### config.mk
export PLATFORM = sky130hd
export DESIGN_NAME = mult_seq_flat
export DESIGN_NICKNAME = d
export VERILOG_FILES = /design/src/rtl/mult_seq_if.sv /design/src/rtl/mult_seq.sv /design/src/flat_wrapper.sv
export SDC_FILE = /design/constraint.sdc
export NUM_CORES = 1
export LEC_CHECK = 0
export BUFFER_PORTS_ARGS = -buffer_cell sky130_fd_sc_hd__buf_2
export CAP_MARGIN = 10
export CORE_MARGIN = 2
export CORE_UTILIZATION = 30
export DETAILED_ROUTE_END_ITERATION = 6
export PLACE_DENSITY = 0.48
export SLEW_MARGIN = 20
export SYNTH_ARGS = -nofsm -noshare
export SYNTH_HDL_FRONTEND = slang
export SYNTH_SLANG_ARGS = --single-unit
### constraint.sdc
create_clock -name clk -period 4.4 [get_ports clk]
set_input_delay 0.44 -clock clk [delete_from_list [all_inputs] [get_ports clk]]
set_output_delay 0.44 -clock clk [all_outputs]
set_load 0.005 [all_outputs]
### src/rtl/mult_seq_if.sv
// rtl/mult_seq_if.sv - start/busy/done handshake bundle for mult_seq; sign_mode exists only under MULT_SEQ_SIGNED_EN
interface mult_seq_if #(
  parameter int WIDTH = 8
);
  logic                 start_p;
  logic [WIDTH-1:0]     a;
  logic [WIDTH-1:0]     b;
`ifdef MULT_SEQ_SIGNED_EN
  logic                 sign_mode;
`endif
  logic                 busy;
  logic                 done_p;
  logic [2*WIDTH-1:0]   o;

`ifdef MULT_SEQ_SIGNED_EN
  modport master (output start_p, a, b, sign_mode, input busy, done_p, o);
  modport slave  (input start_p, a, b, sign_mode, output busy, done_p, o);
`else
  modport master (output start_p, a, b, input busy, done_p, o);
  modport slave  (input start_p, a, b, output busy, done_p, o);
`endif
endinterface

### src/rtl/mult_seq.sv
// rtl/mult_seq.sv - iterative shift-add multiplier retiring BPC bits per cycle; MULT_SEQ_SIGNED_EN adds sign_mode
module mult_seq #(
  parameter int WIDTH = 8,
  parameter int BPC   = 1
) (
  input  logic       clk,
  input  logic       rst,
  mult_seq_if.slave  bus
);
  localparam int N  = WIDTH / BPC;
  localparam int CW = (N > 1) ? $clog2(N) : 1;
  localparam int PW = 2 * WIDTH;

  if (WIDTH < 2 || BPC < 1 || (WIDTH % BPC) != 0) begin : g_param_check
    $error("mult_seq: WIDTH must be >= 2 and a multiple of BPC");
  end

  typedef enum logic {IDLE, RUN} state_t;

  state_t           state_q;
  logic [PW-1:0]    mcand_q;
  logic [WIDTH-1:0] mplier_q;
  logic [PW-1:0]    acc_q;
  logic [CW-1:0]    cnt_q;
  logic             busy_q;
  logic             done_q;
  logic [PW-1:0]    o_q;

  logic [WIDTH-1:0] a_mag_d;
  logic [WIDTH-1:0] b_mag_d;
  logic [PW-1:0]    term_d;
  logic [PW-1:0]    sum_d;
  logic [PW-1:0]    final_d;
  logic             last_d;

`ifdef MULT_SEQ_SIGNED_EN
  logic             neg_q;
  logic             neg_d;
`endif

  // Operand capture: in signed mode the datapath only ever sees magnitudes;
  // -2^(WIDTH-1) negates to itself, which is the correct unsigned magnitude.
  always_comb begin
    a_mag_d = bus.a;
    b_mag_d = bus.b;
`ifdef MULT_SEQ_SIGNED_EN
    neg_d = bus.sign_mode & (bus.a[WIDTH-1] ^ bus.b[WIDTH-1]);
    if (bus.sign_mode && bus.a[WIDTH-1]) a_mag_d = -bus.a;
    if (bus.sign_mode && bus.b[WIDTH-1]) b_mag_d = -bus.b;
`endif
  end

  // One iteration: add the pre-shifted multiplicand for each of the low BPC multiplier bits.
  always_comb begin
    term_d = '0;
    for (int i = 0; i < BPC; i++) begin
      if (mplier_q[i]) term_d = term_d + (mcand_q << i);
    end
    sum_d   = acc_q + term_d;
    final_d = sum_d;
`ifdef MULT_SEQ_SIGNED_EN
    if (neg_q) final_d = -sum_d;
`endif
    last_d  = (cnt_q == CW'(N - 1));
  end

  // Control FSM and datapath registers; outputs are registered so done_p and o change together.
  always_ff @(posedge clk) begin
    if (rst) begin
      state_q  <= IDLE;
      mcand_q  <= '0;
      mplier_q <= '0;
      acc_q    <= '0;
      cnt_q    <= '0;
      busy_q   <= 1'b0;
      done_q   <= 1'b0;
      o_q      <= '0;
`ifdef MULT_SEQ_SIGNED_EN
      neg_q    <= 1'b0;
`endif
    end else begin
      done_q <= 1'b0;
      case (state_q)
        IDLE: begin
          if (bus.start_p) begin
            mcand_q  <= {{WIDTH{1'b0}}, a_mag_d};
            mplier_q <= b_mag_d;
            acc_q    <= '0;
            cnt_q    <= '0;
            busy_q   <= 1'b1;
            state_q  <= RUN;
`ifdef MULT_SEQ_SIGNED_EN
            neg_q    <= neg_d;
`endif
          end
        end
        RUN: begin
          acc_q    <= sum_d;
          mcand_q  <= mcand_q << BPC;
          mplier_q <= mplier_q >> BPC;
          cnt_q    <= cnt_q + CW'(1);
          if (last_d) begin
            o_q     <= final_d;
            done_q  <= 1'b1;
            busy_q  <= 1'b0;
            state_q <= IDLE;
          end
        end
        default: state_q <= IDLE;
      endcase
    end
  end

  assign bus.busy   = busy_q;
  assign bus.done_p = done_q;
  assign bus.o      = o_q;
endmodule

### src/flat_wrapper.sv
// flat-port wrapper written by rule: the top's interface ports become plain ports
module mult_seq_flat 
#(
  parameter int WIDTH = 8,
  parameter int BPC   = 1
)
  (clk, rst, bus_start_p, bus_a, bus_b, bus_busy, bus_done_p, bus_o);
  mult_seq_if #(.WIDTH(WIDTH)) bus_i ();
  input  logic clk;
  input  logic rst;
  input wire logic [$bits(bus_i.start_p)-1:0] bus_start_p;
  input wire logic [$bits(bus_i.a)-1:0] bus_a;
  input wire logic [$bits(bus_i.b)-1:0] bus_b;
  output wire logic [$bits(bus_i.busy)-1:0] bus_busy;
  output wire logic [$bits(bus_i.done_p)-1:0] bus_done_p;
  output wire logic [$bits(bus_i.o)-1:0] bus_o;
  assign bus_i.start_p = bus_start_p;
  assign bus_i.a = bus_a;
  assign bus_i.b = bus_b;
  assign bus_busy = bus_i.busy;
  assign bus_done_p = bus_i.done_p;
  assign bus_o = bus_i.o;
  mult_seq #(.WIDTH(WIDTH), .BPC(BPC)) u_core (.clk(clk), .rst(rst), .bus(bus_i));
endmodule
* After elaboration in Yosys (flattened, before gate mapping) *
Index checks and enable logic that the tools add are counted.
W data, S select, Z words.

operators by class
  reduce and logical (&&, ||, !) cells = 3
  bitwise logic cells = 1
  equality and inequality tests = 3
  mux-type cells = 16
  $add $sub $neg = 2

operators with widths
  cell                   number
  $pmux W16 S2           2
  $mux W16               3
  $add A16 B16 Y16       1
  $pmux W8 S2            1
  $mux W8                1
  $pmux W3 S2            1
  $mux W1                5
  $ne A2 B2 Y1 const B   2
  $pmux W1 S2            2
  $reduce_and A2 Y1      2
  $add A3 B1 Y3 const B  1
  $eq A3 B3 Y1 const B   1
  $mux W3                1
  $reduce_or A2 Y1       1
  $not A1 Y1             1

storage, ports and cells
  output and inout port bits = 18
  input bits = 19
  word-level logic and storage cells = 33
  flip-flop bits (word level) = 62

* Logic depth before layout (Yosys ltp) *
  depth after elaboration = 3
  mapped depth = 9
  mapped depth without buffers = 8

* Worst setup path before layout *
No wires, ideal clock.

  path kind = register to register
  start = reg u_core.mplier_q[0]
  end = reg u_core.o_q[13] (netlist: u_core.bus.o[13])
  slack = 2.046 ns
  data required time = 4.283 ns
  clock period less this slack = 2.354 ns
  arrival time = 2.237 ns
  path buffers = 2
  library setup time = 0.117 ns
  cell stages (with the launch flop) = 10
  cells stage by stage = dfxtp_1 -> clkbuf_1 -> and2_1 -> ha_1 -> buf_6 -> a21oi_4 -> o21ai_2 -> a221o_1 -> or3_1 -> a32o_1

on the way
  longest elaborated chain between the ends = 2

ends and longest elaborated chain
  element                 RTL line         RTL
  start, declared         mult_seq.sv:22   logic [WIDTH-1:0] mplier_q;
  start signal, assigned  mult_seq.sv:87   mplier_q <= b_mag_d;
  start signal, assigned  mult_seq.sv:100  mplier_q <= mplier_q >> BPC;
  $mux W16                mult_seq.sv:57   if (mplier_q[i]) term_d = term_d + (mcand_q << i);
  $add A16 B16 Y16        mult_seq.sv:59   sum_d = acc_q + term_d;
  end signal, assigned    mult_seq.sv:103  o_q <= final_d;
  end, declared           mult_seq.sv:27   logic [PW-1:0] o_q;

Every way passes these cells.
A chain may end at the register's enable or synchronous reset.

* Final worst setup path *
Same ends and word-level chain as after synthesis.

==> metrics.log <==
[metrics] run status: finished clean
[metrics] Critical Path AT: 2.81 ns
[metrics] hold-fix buffer count after cts: 0
[metrics] maximum fanout along the worst path: 17
[metrics] total via count in the routed design: 2810
[metrics] FF+latch count, synth: 62
[metrics] required arrival time at the worst endpoint: 4.64 ns
[metrics] number of library cell types mapped by synthesis: 49
[metrics] peak clock frequency supported by timing: 389 MHz
[metrics] cells after synthesis: 381
[metrics] setup repair bufs after CTS: 0
[metrics] EDFF count, synth: 0
[metrics] startpoint kind of the worst setup timing path: flop
[metrics] Hold Violations, Final: 0
[metrics] Mapped Avg Cell Area: 8.56 um2
[metrics] number of placed I/O pins: 37
[metrics] vertical extent of the die: 108 um
[metrics] leading cell types in the layout, fill and taps excluded: 61 x sky130_fd_sc_hd__dfxtp_1, 53 x sky130_fd_sc_hd__nor2_1, 43 x sky130_fd_sc_hd__a21oi_1
[metrics] clock latency on the worst-skew pair: 0.34 ns
[metrics] TritonCTS clock tree: done
[metrics] terminating pin of the worst hold path: u_core.mplier_q[7]
[metrics] Reg2Reg Setup Slack: 1.83 ns
[metrics] FF-to-FF path depth: 7
[metrics] Initial Utilization: 0.305
[metrics] overall overflow remaining after global route: 0
[metrics] cell at the root of the clock tree: sky130_fd_sc_hd__clkbuf_8
[metrics] Reg-to-Reg End: u_core.bus.o[13]
[metrics] tightest slew margin relative to the limit: 0.434
[metrics] cell with the largest stage delay on the worst path: sky130_fd_sc_hd__dfxtp_1
[metrics] clock tree buffer depth: 2
[metrics] nature of the critical path endpoint: flop
[metrics] detailed-route vias per instance: 5.10
[metrics] unrepaired setup endpoints after global routing: false
[metrics] crit share post-route: 0.585
[metrics] Post-layout nets: 443
[metrics] total power consumption of the routed design: 0.00121 W
[metrics] setup-violating endpoint count in the final report: 0
[metrics] Resized Gates After CTS: 0
[metrics] cells traversed along the worst timing path: and2_1, ha_1, a21oi_4, o21ai_2, a221o_1, or3_1, a32o_1
[metrics] net count of the mapped netlist: 418
[metrics] startpoint-to-endpoint class of the critical path: reg -> reg
[metrics] leading cell type in the layout, fill and taps excluded: sky130_fd_sc_hd__dfxtp_1
[metrics] fraction of final layout cells sized beyond drive strength 1: 0.146
[metrics] Final GP Congestion: 0.808
[metrics] quantity of I/O buffers inserted on ports: 36
[metrics] Hold Path Stages: 3
[metrics] Period minus WS final: 2.57 ns
[metrics] cts bufs inserted: 9
[metrics] global-route wire length before repair: 12800 um
[metrics] async set-or-reset flop fraction in the synthesized netlist: 0
[metrics] post-route setup TNS: 0 ns
[metrics] Residual DRC: 0
[metrics] core footprint: 10700 um2
[metrics] dpl hpwl: 5320 um
[metrics] wire length after detailed routing: 7750 um
[metrics] class of the tightest hold or removal check: in -> reg
[metrics] GRT Resource Usage Total: 0.141
[metrics] prevailing post-synth register cell: sky130_fd_sc_hd__dfxtp_1
[metrics] proportion of synthesized chip area in sequential cells: 0.381
[metrics] antenna violations before repair: 0
[metrics] reported max-cap violation count: 0
[metrics] via count of the first global-routing pass: 2664
[metrics] horizontal extent of the die: 108 um
[metrics] detailed-route wire length per cell: 14.1 um
[metrics] maximum number of pins on one net before global-route repair: 71
[metrics] cell area after synthesis: 3260 um2
[metrics] number of levels the H-tree was split into: 3
[metrics] Site Rows: 38
[metrics] Ant. Diodes: 0
[metrics] Worst Max-Slew Pin Slew: 0.847 ns
[metrics] antenna-violating nets left: 0
[metrics] Die Footprint: 11700 um2
[metrics] hold_ws: 0.385 ns
[metrics] maximum vdd drop: 0.166 mV
[metrics] Yosys Warn Count: 0
[metrics] TritonCTS sink count: 62
[metrics] number of DRC markers in iteration 0: 122
[metrics] RR Startpoint: u_core.mplier_q[0]
[metrics] Leakage: 1.58 nW
[metrics] origin of the worst min-delay path: bus_b[7]
[metrics] Clock Skews: 0.00929 ns
[metrics] P&R area growth vs syn: 14.9%
[metrics] drt pass-1 iters: 4
[metrics] number of pins with negative max-slew slack in the final report: 0
[metrics] slowest cell delay on critical path: 0.57 ns
[metrics] register clock-pin slew on the reported worst setup and hold paths: 0.07 ns
[metrics] cell area power density: 322 nW/um2
## worst max-delay path by stage
stage / start / cells after the start / to / slack [ns]
after floorplan: u_core.mplier_q[0] / 9 / u_core.bus.o[13] / 2.05
after global placement: u_core.mplier_q[0] / 7 / u_core.bus.o[13] / 1.87
after detailed placement: u_core.mplier_q[0] / 7 / u_core.bus.o[13] / 1.84
after CTS: u_core.mplier_q[0] / 8 / u_core.acc_q[12] / 1.81
after global routing: u_core.mplier_q[0] / 7 / u_core.bus.o[13] / 1.56
final: u_core.mplier_q[0] / 7 / u_core.bus.o[13] / 1.83
## power breakdown
part / internal [W] / switching (W) / leakage, nW / total, W
Clock: 0.000318 / 0.000231 / 0.106 / 0.000549
Sequential: 0.000573 / 0.00000929 / 0.503 / 0.000582
Combinational: 0.0000276 / 0.0000491 / 0.971 / 0.0000767
Total: 0.000918 / 0.000290 / 1.58 / 0.00121
## worst max-delay path, delay by kind of cell, from the launching register on
kind / cells / cell delay (ns)
AO/OA/AOI/OAI: 4 / 0.93
adder cells (fa/ha/maj): 1 / 0.35
flip-flops: 1 / 0.57
AND/OR/NAND/NOR: 2 / 0.62
## metal layers
| metal | up-vias | track usage | part of all wire |
|---|---|---|---|
| met4 | 0 | 0.0476 | 0.012 |
| met2 | 67 | 0.225 | 0.45 |
| li1 | 1437 | - | - |
| met5 | - | 0 | 0 |
| met1 | 1300 | 0.182 | 0.49 |
| met3 | 6 | 0.0416 | 0.054 |
## flip-flops by register name (all words and copies together) (netlist names)
signal / cells
u_core.acc_q: 16
u_core.bus.o: 16
u_core.mcand_q: 16
u_core.mplier_q: 8
u_core.cnt_q: 3
u_core.bus.busy: 1
u_core.bus.done_p: 1
u_core.state_q: 1
## cell families after synthesis
kind of cell               share of synthesized area
and+or+nand+nor                                0.219
xor gates and xnor gates                      0.0134
buffers and inverters                         0.0422
AOI/OAI and AO/OA                              0.221
adders and majority gates                     0.0714
DFF                                            0.381
muxes                                         0.0522
## cells in the mapped netlist (3+ instances only)
| master | number | area, um2 |
|---|---|---|
| sky130_fd_sc_hd__o31ai_1 | 4 | 30.0 |
| sky130_fd_sc_hd__nand2_1 | 17 | 63.8 |
| sky130_fd_sc_hd__dfxtp_1 | 62 | 1240 |
| sky130_fd_sc_hd__and3_1 | 3 | 18.8 |
| sky130_fd_sc_hd__ha_1 | 17 | 213 |
| sky130_fd_sc_hd__buf_2 | 5 | 25.0 |
| sky130_fd_sc_hd__a211oi_1 | 3 | 22.5 |
| sky130_fd_sc_hd__a21oi_1 | 43 | 215 |
| sky130_fd_sc_hd__inv_1 | 9 | 33.8 |
| sky130_fd_sc_hd__nand3_1 | 10 | 50.1 |
| sky130_fd_sc_hd__nor2b_1 | 3 | 18.8 |
| sky130_fd_sc_hd__xor2_1 | 3 | 26.3 |
| sky130_fd_sc_hd__nor3_1 | 6 | 30.0 |
| sky130_fd_sc_hd__a32o_1 | 7 | 70.1 |
| sky130_fd_sc_hd__a31oi_1 | 4 | 25.0 |
| sky130_fd_sc_hd__mux2i_1 | 17 | 170 |
| sky130_fd_sc_hd__nor3b_1 | 16 | 120 |
| sky130_fd_sc_hd__o211ai_1 | 5 | 37.5 |
| sky130_fd_sc_hd__o21ai_0 | 8 | 40.0 |
| sky130_fd_sc_hd__a22o_1 | 8 | 70.1 |
| sky130_fd_sc_hd__or3_1 | 7 | 43.8 |
| sky130_fd_sc_hd__buf_1 | 4 | 15.0 |
| sky130_fd_sc_hd__nor2_1 | 53 | 199 |
| sky130_fd_sc_hd__clkbuf_1 | 14 | 52.6 |
| sky130_fd_sc_hd__and2_1 | 16 | 100 |
## final cells by class
class                      instances  area, um2
timing repair buffer              38        195
clock inverter                     6       86.3
tap                              140        175
sequential                        62       1240
clock buffer                      10        128
fill                            1132       6950
inverter                           9       33.8
multi-input combinational        286       1890
## per-stage QoR
step           setup WS, ns  utilization  std cells  area (um2)
5_1_grt                1.56        0.350        551        3750
2_1_floorplan          2.05            -        381        3260
3_3_place_gp           1.87        0.330        535        3530
3_5_place_dp           1.84        0.330        535        3530
4_1_cts                1.81        0.350        551        3750
6_report               1.83        0.350        551        3750
(Power assumes the default switching activity.)
